==> src/rtl/brisc_io_pkg.sv <==
// Shared definitions for the BRISC I/O reporting blocks: serializer and
// sequencer state encodings, ASCII constants and the hex/frame byte helpers.
package brisc_io_pkg;

    // Serial line states of the 8N1 byte serializer.
    typedef enum logic [1:0] {
        ST_IDLE  = 2'd0,
        ST_START = 2'd1,
        ST_DATA  = 2'd2,
        ST_STOP  = 2'd3
    } tx_state_t;

    // Frame sequencer states: waiting for a trigger, handing bytes to the
    // serializer, and waiting for the final stop bit to finish.
    typedef enum logic [1:0] {
        SEQ_IDLE = 2'd0,
        SEQ_SEND = 2'd1,
        SEQ_LAST = 2'd2
    } seq_state_t;

    localparam logic [7:0] ASCII_CR = 8'h0D;
    localparam logic [7:0] ASCII_LF = 8'h0A;
    localparam logic [7:0] ASCII_0  = 8'h30;
    localparam logic [7:0] ASCII_A  = 8'h41;

    // Index of the last byte of a frame (4 hex digits, CR, LF).
    localparam logic [2:0] FRAME_LAST_IDX = 3'd5;

    // Uppercase ASCII hex digit for one nibble.
    function automatic logic [7:0] nibble_to_ascii(input logic [3:0] n);
        logic [7:0] r;
        if (n < 4'd10) begin
            r = ASCII_0 + {4'h0, n};
        end else begin
            r = ASCII_A + {4'h0, n} - 8'd10;
        end
        return r;
    endfunction

    // Byte idx of the frame reporting value v: MSB nibble first, then CR LF.
    function automatic logic [7:0] frame_byte(input logic [2:0] idx, input logic [15:0] v);
        logic [7:0] r;
        case (idx)
            3'd0:    r = nibble_to_ascii(v[15:12]);
            3'd1:    r = nibble_to_ascii(v[11:8]);
            3'd2:    r = nibble_to_ascii(v[7:4]);
            3'd3:    r = nibble_to_ascii(v[3:0]);
            3'd4:    r = ASCII_CR;
            3'd5:    r = ASCII_LF;
            default: r = ASCII_LF;
        endcase
        return r;
    endfunction

endpackage

==> src/rtl/port_uart_tx_if.sv <==
// Bundle of the monitored port value, resend request and UART reporting
// outputs. The master side drives the port, the slave side is the reporter.
interface port_uart_tx_if;
    logic [15:0] port_val;
    logic        send_req;
    logic        tx;
    logic        busy;
    logic [7:0]  frames_sent;

    modport master (
        output port_val,
        output send_req,
        input  tx,
        input  busy,
        input  frames_sent
    );

    modport slave (
        input  port_val,
        input  send_req,
        output tx,
        output busy,
        output frames_sent
    );
endinterface

==> src/rtl/uart_tx_byte.sv <==
// 8N1 serializer: one start bit, 8 data bits LSB first, one stop bit.
// ready is high while idle and also in the last cycle of the stop bit, so a
// byte offered then starts its start bit with no idle gap. CLKS_PER_BIT >= 2.
module uart_tx_byte
    import brisc_io_pkg::*;
#(
    parameter int CLKS_PER_BIT = 4
) (
    input  logic       CLK,
    input  logic       RST,
    input  logic [7:0] data,
    input  logic       valid,
    output logic       ready,
    output logic       tx
);

    localparam int CNT_W = $clog2(CLKS_PER_BIT);
    localparam logic [CNT_W-1:0] CNT_LAST = CNT_W'(CLKS_PER_BIT - 1);

    tx_state_t        state_q, state_d;
    logic [CNT_W-1:0] cnt_q, cnt_d;
    logic [2:0]       bit_q, bit_d;
    logic [7:0]       shift_q, shift_d;
    logic             tx_q, tx_d;
    logic             bit_end;

    // State registers with synchronous reset to an idle-high line.
    always_ff @(posedge CLK) begin
        if (RST) begin
            state_q <= ST_IDLE;
            cnt_q   <= {CNT_W{1'b0}};
            bit_q   <= 3'd0;
            shift_q <= 8'h00;
            tx_q    <= 1'b1;
        end else begin
            state_q <= state_d;
            cnt_q   <= cnt_d;
            bit_q   <= bit_d;
            shift_q <= shift_d;
            tx_q    <= tx_d;
        end
    end

    // Bit timer, bit sequencing and the next value of the serial line.
    always_comb begin
        state_d = state_q;
        cnt_d   = cnt_q;
        bit_d   = bit_q;
        shift_d = shift_q;
        tx_d    = tx_q;
        ready   = 1'b0;
        bit_end = (cnt_q == CNT_LAST);
        case (state_q)
            ST_IDLE: begin
                ready = 1'b1;
                if (valid) begin
                    shift_d = data;
                    tx_d    = 1'b0;
                    cnt_d   = {CNT_W{1'b0}};
                    bit_d   = 3'd0;
                    state_d = ST_START;
                end else begin
                    tx_d = 1'b1;
                end
            end
            ST_START: begin
                if (bit_end) begin
                    cnt_d   = {CNT_W{1'b0}};
                    bit_d   = 3'd0;
                    tx_d    = shift_q[0];
                    state_d = ST_DATA;
                end else begin
                    cnt_d = cnt_q + CNT_W'(1);
                end
            end
            ST_DATA: begin
                if (bit_end) begin
                    cnt_d = {CNT_W{1'b0}};
                    if (bit_q == 3'd7) begin
                        tx_d    = 1'b1;
                        state_d = ST_STOP;
                    end else begin
                        bit_d   = bit_q + 3'd1;
                        shift_d = {1'b1, shift_q[7:1]};
                        tx_d    = shift_q[1];
                    end
                end else begin
                    cnt_d = cnt_q + CNT_W'(1);
                end
            end
            ST_STOP: begin
                if (bit_end) begin
                    ready = 1'b1;
                    cnt_d = {CNT_W{1'b0}};
                    bit_d = 3'd0;
                    if (valid) begin
                        shift_d = data;
                        tx_d    = 1'b0;
                        state_d = ST_START;
                    end else begin
                        tx_d    = 1'b1;
                        state_d = ST_IDLE;
                    end
                end else begin
                    cnt_d = cnt_q + CNT_W'(1);
                end
            end
            default: begin
                state_d = ST_IDLE;
                cnt_d   = {CNT_W{1'b0}};
                bit_d   = 3'd0;
                tx_d    = 1'b1;
            end
        endcase
    end

    assign tx = tx_q;

endmodule

==> src/rtl/port_uart_tx.sv <==
// Reports a 16-bit output port over UART as "HHHH\r\n" whenever the value
// differs from the last one reported, or on request. Values that change while
// a frame is in flight coalesce: only the newest is reported afterwards.
module port_uart_tx
    import brisc_io_pkg::*;
#(
    parameter int CLK_HZ = 100000000,
    parameter int BAUD   = 115200
) (
    input  logic          CLK,
    input  logic          RST,
    port_uart_tx_if.slave bus
);

    localparam int CLKS_PER_BIT = CLK_HZ / BAUD;

    seq_state_t  seq_q, seq_d;
    logic [15:0] snap_q, snap_d;
    logic [15:0] last_sent_q, last_sent_d;
    logic [2:0]  byte_idx_q, byte_idx_d;
    logic        busy_q, busy_d;
    logic [7:0]  frames_q, frames_d;

    logic        trigger;
    logic        byte_valid;
    logic [7:0]  byte_data;
    logic        byte_ready;
    logic        ser_tx;

    // Sequencer, snapshot and frame counter registers.
    always_ff @(posedge CLK) begin
        if (RST) begin
            seq_q       <= SEQ_IDLE;
            snap_q      <= 16'h0000;
            last_sent_q <= 16'h0000;
            byte_idx_q  <= 3'd0;
            busy_q      <= 1'b0;
            frames_q    <= 8'd0;
        end else begin
            seq_q       <= seq_d;
            snap_q      <= snap_d;
            last_sent_q <= last_sent_d;
            byte_idx_q  <= byte_idx_d;
            busy_q      <= busy_d;
            frames_q    <= frames_d;
        end
    end

    // Change detect in idle, then feed the six frame bytes back-to-back and
    // close the frame when the serializer finishes the last stop bit.
    always_comb begin
        seq_d       = seq_q;
        snap_d      = snap_q;
        last_sent_d = last_sent_q;
        byte_idx_d  = byte_idx_q;
        busy_d      = busy_q;
        frames_d    = frames_q;
        byte_valid  = 1'b0;
        byte_data   = frame_byte(byte_idx_q, snap_q);
        trigger     = (bus.port_val != last_sent_q) || bus.send_req;
        case (seq_q)
            SEQ_IDLE: begin
                if (trigger) begin
                    snap_d      = bus.port_val;
                    last_sent_d = bus.port_val;
                    byte_idx_d  = 3'd0;
                    busy_d      = 1'b1;
                    seq_d       = SEQ_SEND;
                end else begin
                    busy_d = 1'b0;
                end
            end
            SEQ_SEND: begin
                byte_valid = 1'b1;
                if (byte_ready) begin
                    if (byte_idx_q == FRAME_LAST_IDX) begin
                        seq_d = SEQ_LAST;
                    end else begin
                        byte_idx_d = byte_idx_q + 3'd1;
                    end
                end else begin
                    seq_d = SEQ_SEND;
                end
            end
            SEQ_LAST: begin
                // Serializer is busy with the LF; its ready marks the stop bit end.
                if (byte_ready) begin
                    busy_d     = 1'b0;
                    frames_d   = frames_q + 8'd1;
                    byte_idx_d = 3'd0;
                    seq_d      = SEQ_IDLE;
                end else begin
                    seq_d = SEQ_LAST;
                end
            end
            default: begin
                seq_d      = SEQ_IDLE;
                busy_d     = 1'b0;
                byte_idx_d = 3'd0;
            end
        endcase
    end

    uart_tx_byte #(
        .CLKS_PER_BIT(CLKS_PER_BIT)
    ) u_uart_tx_byte (
        .CLK   (CLK),
        .RST   (RST),
        .data  (byte_data),
        .valid (byte_valid),
        .ready (byte_ready),
        .tx    (ser_tx)
    );

    assign bus.tx          = ser_tx;
    assign bus.busy        = busy_q;
    assign bus.frames_sent = frames_q;

endmodule

==> src/flat_wrapper.sv <==
// flat-port wrapper written by rule: the top's interface ports become plain ports
module port_uart_tx_flat import brisc_io_pkg::*;
#(
    parameter int CLK_HZ = 100000000,
    parameter int BAUD   = 115200
)
  (CLK, RST, bus_port_val, bus_send_req, bus_tx, bus_busy, bus_frames_sent);
  port_uart_tx_if bus_i ();
  input  logic CLK;
  input  logic RST;
  input wire logic [$bits(bus_i.port_val)-1:0] bus_port_val;
  input wire logic [$bits(bus_i.send_req)-1:0] bus_send_req;
  output wire logic [$bits(bus_i.tx)-1:0] bus_tx;
  output wire logic [$bits(bus_i.busy)-1:0] bus_busy;
  output wire logic [$bits(bus_i.frames_sent)-1:0] bus_frames_sent;
  assign bus_i.port_val = bus_port_val;
  assign bus_i.send_req = bus_send_req;
  assign bus_tx = bus_i.tx;
  assign bus_busy = bus_i.busy;
  assign bus_frames_sent = bus_i.frames_sent;
  port_uart_tx #(.CLK_HZ(CLK_HZ), .BAUD(BAUD)) u_core (.CLK(CLK), .RST(RST), .bus(bus_i));
endmodule
==> config.mk <==
export PLATFORM = sky130hd
export DESIGN_NAME = port_uart_tx_flat
export DESIGN_NICKNAME = d
export VERILOG_FILES = /design/src/rtl/brisc_io_pkg.sv /design/src/rtl/port_uart_tx_if.sv /design/src/rtl/uart_tx_byte.sv /design/src/rtl/port_uart_tx.sv /design/src/flat_wrapper.sv
export SDC_FILE = /design/constraint.sdc
export NUM_CORES = 1
export LEC_CHECK = 0
export CAP_MARGIN = 20
export CORE_UTILIZATION = 45
export DETAILED_ROUTE_END_ITERATION = 7
export HOLD_SLACK_MARGIN = 0.03
export SETUP_SLACK_MARGIN = 0.2
export SYNTH_ARGS = -nofsm -noshare
export SYNTH_HDL_FRONTEND = slang
export SYNTH_SLANG_ARGS = --single-unit
==> constraint.sdc <==
create_clock -name CLK -period 4 [get_ports CLK]
set_input_delay 0.8 -clock CLK [delete_from_list [all_inputs] [get_ports CLK]]
set_output_delay 0.8 -clock CLK [all_outputs]
set_load 0.05 [all_outputs]
==> metrics.md, run 1 <==
| Metric | Value |
|---|---|
| Outcome | completed |
| Post-synth EDFFs | 0 |
| Hold/Removal Path Class | register to register |
| Crit. End Element | register |
| Crit start category | input pin |
| Grt ovf | 0 |
| Final worst slack | between 1 and 1.5 ns |
| Synth Warn # | 0 |
| Worst-Margin Slew | roughly 0.85 ns |
| Share of post-route cells with drive strength above 1 | 0.0554 |
| Fin. max-slew vios | 0 |
| Worst slew margin | 0.427 |
| DRT iter0 DRCs | about 130 |
| Min Tclk post-route | between 2 and 3 ns |
| Postcts setup bufs | 0 |
| Synth-to-layout area growth | 11.0% |
| Fin area | roughly 4100 um^2 |
| Clk_lat worst skew | about 0.32 ns |
| Post-synth ARST share | 0 |
| Fin. Hold Viols | 0 |
| Seq pwr share | 0.386 |
| Worst Hold End | u_core.u_uart_tx_byte.shift_q[5] |
| CORE AREA | around 7800 um^2 |
| Vias per cell | approximately 6 |
| Critical path's top delay family | simple AND/OR/NAND/NOR gates |
| Post-CTS Resized | 0 |
| Routed wl met2 | 4000 um |
| Maxcap violations | 0 |
| # diodes | 0 |
| Fin crit share | 0.647 |
| Crit path cell chain | clkdlybuf4s50_1 > xnor2_1 > nand4_1 > nor3_2 > buf_4 > nand3b_1 > nor4b_1 |
| Place WS | 1.12 ns |
| TNS Setup | 0 ns |
| Sw frac | 0.414 |
| Max incr delay on CP | ~0.57 ns |
| RSZ-0062 raised after global routing | false |
| Max frequency | roughly 390 MHz |
| Register area share after synthesis | 0.292 |
| Pint | around 1.0 mW |
| Num ports | 29 |
| Combinational share of power | 0.432 |
| Worst EP arrival | about 2.8 ns |
| Reg-to-reg endpoint | u_core.u_uart_tx_byte.shift_q[6] |
| Clock sink count | 54 |
| Synth Net Count | 499 |
| Die height | just over 90 um |
| Synth top area cells | dfxtp_1, xnor2_1, ha_1 |
| PwrDens | 433 nW/um^2 |
| Hold_sp | u_core.u_uart_tx_byte.shift_q[5] |
| CTS tree | yes |
| Reg2reg start | u_core.byte_idx_q[2] |
| Max VDD drop | 0.000171 V |
| Num CTS Buffers | 5 |
| Top cell type's share of synthesized area | 0.292 |
| FF+latch count, synth | 54 |
| Syn Std Cell Area | approximately 3700 um^2 |
| Die W | around 93 um |
| Leading area contributor after synthesis | dfxtp_1 |
| Pleak | 1.47 nW |
| Setup violators final | 0 |
| R2R Setup Slk | roughly 1.5 ns |
| Initial antenna violation count | 0 |
| Worst Skew | between 0.01 and 0.015 ns |
| Routed WL | between 8000 and 9000 um |
| Clk buf depth | 2 |
| DRC violations left | 0 |
| Post-Synthesis Cells | 462 |
| Pin count of the biggest net entering global routing | 45 |
| Drt first pass iters | 5 |
| # hold bufs at CTS | 0 |
| Gr usage total | 0.214 |
| Worst path bufs/invs | 2 |
| Mean Syn Cell Area | about 8 um^2 |
| Initial Util | 0.472 |
| CTS clk-pin slew, worst paths | roughly 0.11 ns |
| Via Count | around 3300 |
| Die footprint | approximately 8600 um^2 |
| Cell count of the worst hold path | 2 |
| First-pass GRT wire length | approximately 15000 um |
| Max layer used | met4 |
| CTS Root Cell | clkbuf_8 |
| Nets@finish | between 500 and 600 |
| # H-tree levels | 2 |
| Final Wtd Congestion | about 0.84 |
| Critical path's slowest cell | nor3_2 |
| Row cnt | 32 |
| Commonest non-fill, non-tap cell in the layout | dfxtp_1 |
| Met3 wire len | approximately 350 um |
| Post-route ant nets | 0 |
| Crit path kind | input pin to register |
| Dpl cell area | ~4000 um^2 |
| Worst-path fanout max | 17 |
| Post-DP HPWL | ~6400 um |
| Netlist cell types | 62 |
| Psw | ~0.74 mW |
| Avg WL per Cell | about 16 um |
| Most frequent cells in the layout | dfxtp_1, nor2_1, nand2_1, xnor2_1, clkdlybuf4s50_1 |
| Synth Flop Type | dfxtp_1 |
| Worst r2r path cells | 6 |
| Met1 wire length | roughly 4500 um |
| Clk pwr share | 0.182 |
| WP data required | ~4.2 ns |
| Vias in the first global route | around 3100 |
| IO buf count | 28 |
[cells by family (layout without fill, tap and decap cells)]
family / count (synthesis) / in the layout / share of synthesized area
AOI/OAI and AO/OA: 110 / 110 / 0.215
DFF: 54 / 54 / 0.292
xor gates and xnor gates: 35 / 35 / 0.0827
muxes: 7 / 7 / 0.0189
adders and majority gates: 18 / 18 / 0.0608
and+or+nand+nor: 183 / 183 / 0.274
buffers and inverters: 55 / 62 / 0.0567
[registers in the layout, indices dropped and copies added (netlist names)]
register	count
u_core.u_uart_tx_byte.cnt_q	10
u_core.u_uart_tx_byte.tx	1
u_core.u_uart_tx_byte.bit_q	3
u_core.bus.frames_sent	8
u_core.u_uart_tx_byte.shift_q	8
u_core.seq_q	2
u_core.u_uart_tx_byte.state_q	2
u_core.snap_q	16
u_core.byte_idx_q	3
u_core.bus.busy	1
[stage by stage]
step	power [mW]	utilization	hold WS (ns)	cells
after floorplan	1.28	-	0.440	462
after global placement	1.45	0.511	0.451	562
after detailed placement	1.46	0.511	0.462	562
after CTS	1.79	0.523	0.483	570
after global routing	1.92	0.524	0.503	571
final	1.78	0.524	0.475	571
[power by group through the flow]
stage | Sequential (mW) | Clock, mW | Combinational [mW]
after floorplan | 0.679 | 0 | 0.605
after global placement | 0.697 | 0 | 0.756
after detailed placement | 0.700 | 0 | 0.764
after CTS | 0.688 | 0.337 | 0.768
after global routing | 0.701 | 0.357 | 0.865
final | 0.689 | 0.325 | 0.770
[synthesized netlist by cell type, types with 5 or more instances]
| cell type | n |
|---|---|
| nand2b_1 | 15 |
| a21oi_1 | 18 |
| dfxtp_1 | 54 |
| inv_1 | 22 |
| clkbuf_1 | 30 |
| mux2i_1 | 7 |
| and3_1 | 21 |
| nor3_1 | 5 |
| nand2_1 | 33 |
| a32oi_1 | 14 |
| xnor2_1 | 33 |
| nor4_1 | 10 |
| ha_1 | 18 |
| nand3_1 | 15 |
| nor2_1 | 36 |
| a22oi_1 | 5 |
| nor2b_1 | 11 |
| nand4_1 | 13 |
| o211ai_1 | 6 |
| o21ai_0 | 21 |
[layout make-up]
cell class / count / area [um^2]
clock buffer: 5 / 68.8
clock inverter: 3 / 25.0
fill: 786 / 3730
inverter: 22 / 82.6
multi-input combinational: 353 / 2420
sequential: 54 / 1080
tap: 102 / 128
timing repair buffer: 32 / 310
[routing by layer]
metal  GRT usage  vias to the layer above
met2       0.338                       62
met1       0.310                     1580
met4      0.0436                        0
li1            -                     1696
met3      0.0287                        4
met5           0                        -
[worst max path at each step]
| stage | to | cells past startpoint | slack (ns) | startpoint |
|---|---|---|---|---|
| 6_report | u_core.seq_q[0] | 7 | 1.41 | bus_port_val[2] |
| 3_5_place_dp | u_core.seq_q[0] | 7 | 1.12 | bus_port_val[13] |
| 2_1_floorplan | u_core.u_uart_tx_byte.shift_q[6] | 7 | 1.75 | u_core.byte_idx_q[2] |
| 5_1_grt | u_core.u_uart_tx_byte.shift_q[5] | 6 | 1.12 | u_core.byte_idx_q[2] |
| 3_3_place_gp | u_core.seq_q[0] | 7 | 1.12 | bus_port_val[7] |
| 4_1_cts | u_core.seq_q[0] | 7 | 1.42 | bus_port_val[13] |
[worst register-to-register path, cell delays in order, from the launching register on]
cell and delay (ns):
dfxtp_1 0.61, inv_1 0.11, ha_1 0.32, o31ai_1 0.76, nor2_1 0.08, a221o_1 0.34, o211a_1 0.20
Note: power is estimated with default switching activity, not from simulation.
==> inputs of run 2 (changes only) <==
--- a/config.mk
+++ b/config.mk
@@ -9,6 +9,7 @@
 export CORE_UTILIZATION = 45
 export DETAILED_ROUTE_END_ITERATION = 7
 export HOLD_SLACK_MARGIN = 0.03
+export PLACE_DENSITY = 0.67
 export SETUP_SLACK_MARGIN = 0.2
 export SYNTH_ARGS = -nofsm -noshare
 export SYNTH_HDL_FRONTEND = slang
==> constraint.sdc (replaced) <==
create_clock -name CLK -period 2.1 [get_ports CLK]
set_input_delay 0.42 -clock CLK [delete_from_list [all_inputs] [get_ports CLK]]
set_output_delay 0.42 -clock CLK [all_outputs]
set_load 0.05 [all_outputs]
==> run 2 against run 1 <==
  * Total power rose by 150%
  * Combinational power grew to 3.0 times the previous value
  * Clock skew is 0.00086 ns lower
  * Sequential power is 93% higher
  * Highest routed layer unchanged
  * Global-route usage rose by 2.1 points
==> metrics.md, run 2 (synthesis results as in run 1) <==
| Metric | Value |
|---|---|
| Outcome | completed |
| # diodes | 0 |
| # hold bufs at CTS | 0 |
| Fin. max-slew vios | 0 |
| Pleak | roughly 1.8 nW |
| Clk_lat worst skew | ~0.32 ns |
| Final Wtd Congestion | 0.782 |
| Via Count | roughly 3600 |
| Share of post-route cells with drive strength above 1 | 0.222 |
| WP data required | approximately 2.3 ns |
| Clock sink count | between 50 and 60 |
| CORE AREA | about 8000 um^2 |
| Vias per cell | 5.86 |
| RSZ-0062 raised after global routing | true |
| Max VDD drop | approximately 0.00054 V |
| Initial Util | 0.472 |
| Clk buf depth | 2 |
| Worst path bufs/invs | 1 |
| IO buf count | 28 |
| Largest regs | u_core.snap_q x16, u_core.u_uart_tx_byte.cnt_q x10 |
| First-pass GRT wire length | around 16000 um |
| DRC violations left | 0 |
| Commonest non-fill, non-tap cell in the layout | dfxtp_1 |
| Worst slew margin | 0.611 |
| Worst EP arrival | between 2 and 2.5 ns |
| Fin crit share | 0.946 |
| Die height | about 90 um |
| Setup violators final | 0 |
| Hold/Removal Path Class | register to register |
| CTS Root Cell | clkbuf_8 |
| TNS Setup | 0 ns |
| Worst-Margin Slew | 0.584 ns |
| Crit path cell chain | or3b_4 > o41a_1 > buf_6 > nor4_4 > xnor2_1 > nor2_1 |
| Row cnt | 32 |
| Grt ovf | 0 |
| Vias in the first global route | about 3400 |
| Crit start category | register |
| Die footprint | roughly 8600 um^2 |
| # H-tree levels | 2 |
| Crit. End Element | register |
| Most frequent cells in the layout | dfxtp_1, buf_4, nor2_1 |
| Drt first pass iters | 4 |
| Post-DP HPWL | approximately 6600 um |
| CTS tree | yes |
| Maxcap violations | 0 |
| Overall power | between 4 and 5 mW |
| Num CTS Buffers | 5 |
| Most flops, register | u_core.snap_q |
| Synth-to-layout area growth | 28.4% |
| Worst Skew | between 0.01 and 0.015 ns |
| Gr usage total | 0.235 |
| Initial antenna violation count | 0 |
| Max reg flops | 16 |
| Fin. Hold Viols | 0 |
| Nets@finish | 545 |
| Util after Layout | 0.606 |
| Routed WL | 9720 um |
| Crit path kind | register to register |
| Critical path's top delay family | simple AND/OR/NAND/NOR gates |
| Avg WL per Cell | between 15 and 20 um |
| Min Tclk post-route | between 1.5 and 2 ns |
| CTS clk-pin slew, worst paths | about 0.11 ns |
| Max frequency | a little over 500 MHz |
| PwrDens | around 930 nW/um^2 |
| Num ports | 29 |
| DRT iter0 DRCs | between 150 and 200 |
| Worst-path fanout max | 6 |
| Critical path's slowest cell | o41a_1 |
| Pin count of the biggest net entering global routing | 42 |
| Die W | 92.8 um |
| Post-route ant nets | 0 |
| Max incr delay on CP | 0.57 ns |
[run 2: changes by cell type in the layout (fill, tap and decap cells not counted), sizes merged]
cell and change:
buf +40, clkdlybuf4s50 -10, bufinv +1, dlygate4sd2 +10
clkinvlp -1
[run 2: repair_timing]
action                                  in CTS  in global routing
pin swaps                                   12                  8
resized for setup                           50                 23
buffers inserted                             7                  3
endpoints found under the setup margin      29                 37
[run 2: per-stage QoR]
| step | cell area, um^2 | setup slack (ns) | hold slack (ns) | instances |
|---|---|---|---|---|
| 5_1_grt | 4760 | 0.0583 | 0.508 | 611 |
| 3_3_place_gp | 4340 | 0.0634 | 0.449 | 592 |
| 4_1_cts | 4640 | 0.127 | 0.491 | 607 |
| 6_report | 4760 | 0.114 | 0.485 | 611 |
| 3_5_place_dp | 4340 | 0.0452 | 0.474 | 592 |
| 2_1_floorplan | 3780 | 0.207 | 0.440 | 462 |
[run 2: power breakdown]
part | leakage (nW) | internal (mW) | switching (mW) | total, mW
Sequential | 0.447 | 1.18 | 0.146 | 1.33
Clock | 0.0587 | 0.362 | 0.384 | 0.747
Combinational | 1.26 | 1.12 | 1.21 | 2.33
Total | 1.77 | 2.66 | 1.74 | 4.40
[run 2: metal layers]
| metal | vias to the layer above | part of all wire | track usage |
|---|---|---|---|
| li1 | 1775 | - | - |
| met1 | 1711 | 0.49 | 0.340 |
| met2 | 82 | 0.45 | 0.354 |
| met3 | 13 | 0.043 | 0.0337 |
| met4 | 0 | 0.016 | 0.0782 |
| met5 | - | 0 | 0 |
[run 2: area by class of cell]
type	count	area [um^2]
Sequential cell	54	1100
Timing Repair Buffer	72	642
Multi-Input combinational cell	353	2680
Inverter	22	87.6
Tap cell	102	128
Clock inverter	3	47.5
Fill cell	728	3090
Clock buffer	5	68.8
[run 2: path summary, 6_finish.rpt]
kind / depth (start not counted) / startpoint / to / slack, ns
setup reg to reg: 6 / u_core.u_uart_tx_byte.cnt_q[7] / u_core.bus.frames_sent[7] / 0.11
hold / removal: 1 / u_core.u_uart_tx_byte.tx / u_core.u_uart_tx_byte.tx / 0.49
hold reg to reg: 1 / u_core.u_uart_tx_byte.tx / u_core.u_uart_tx_byte.tx / 0.49
setup / recovery: 6 / u_core.u_uart_tx_byte.cnt_q[7] / u_core.bus.frames_sent[7] / 0.11
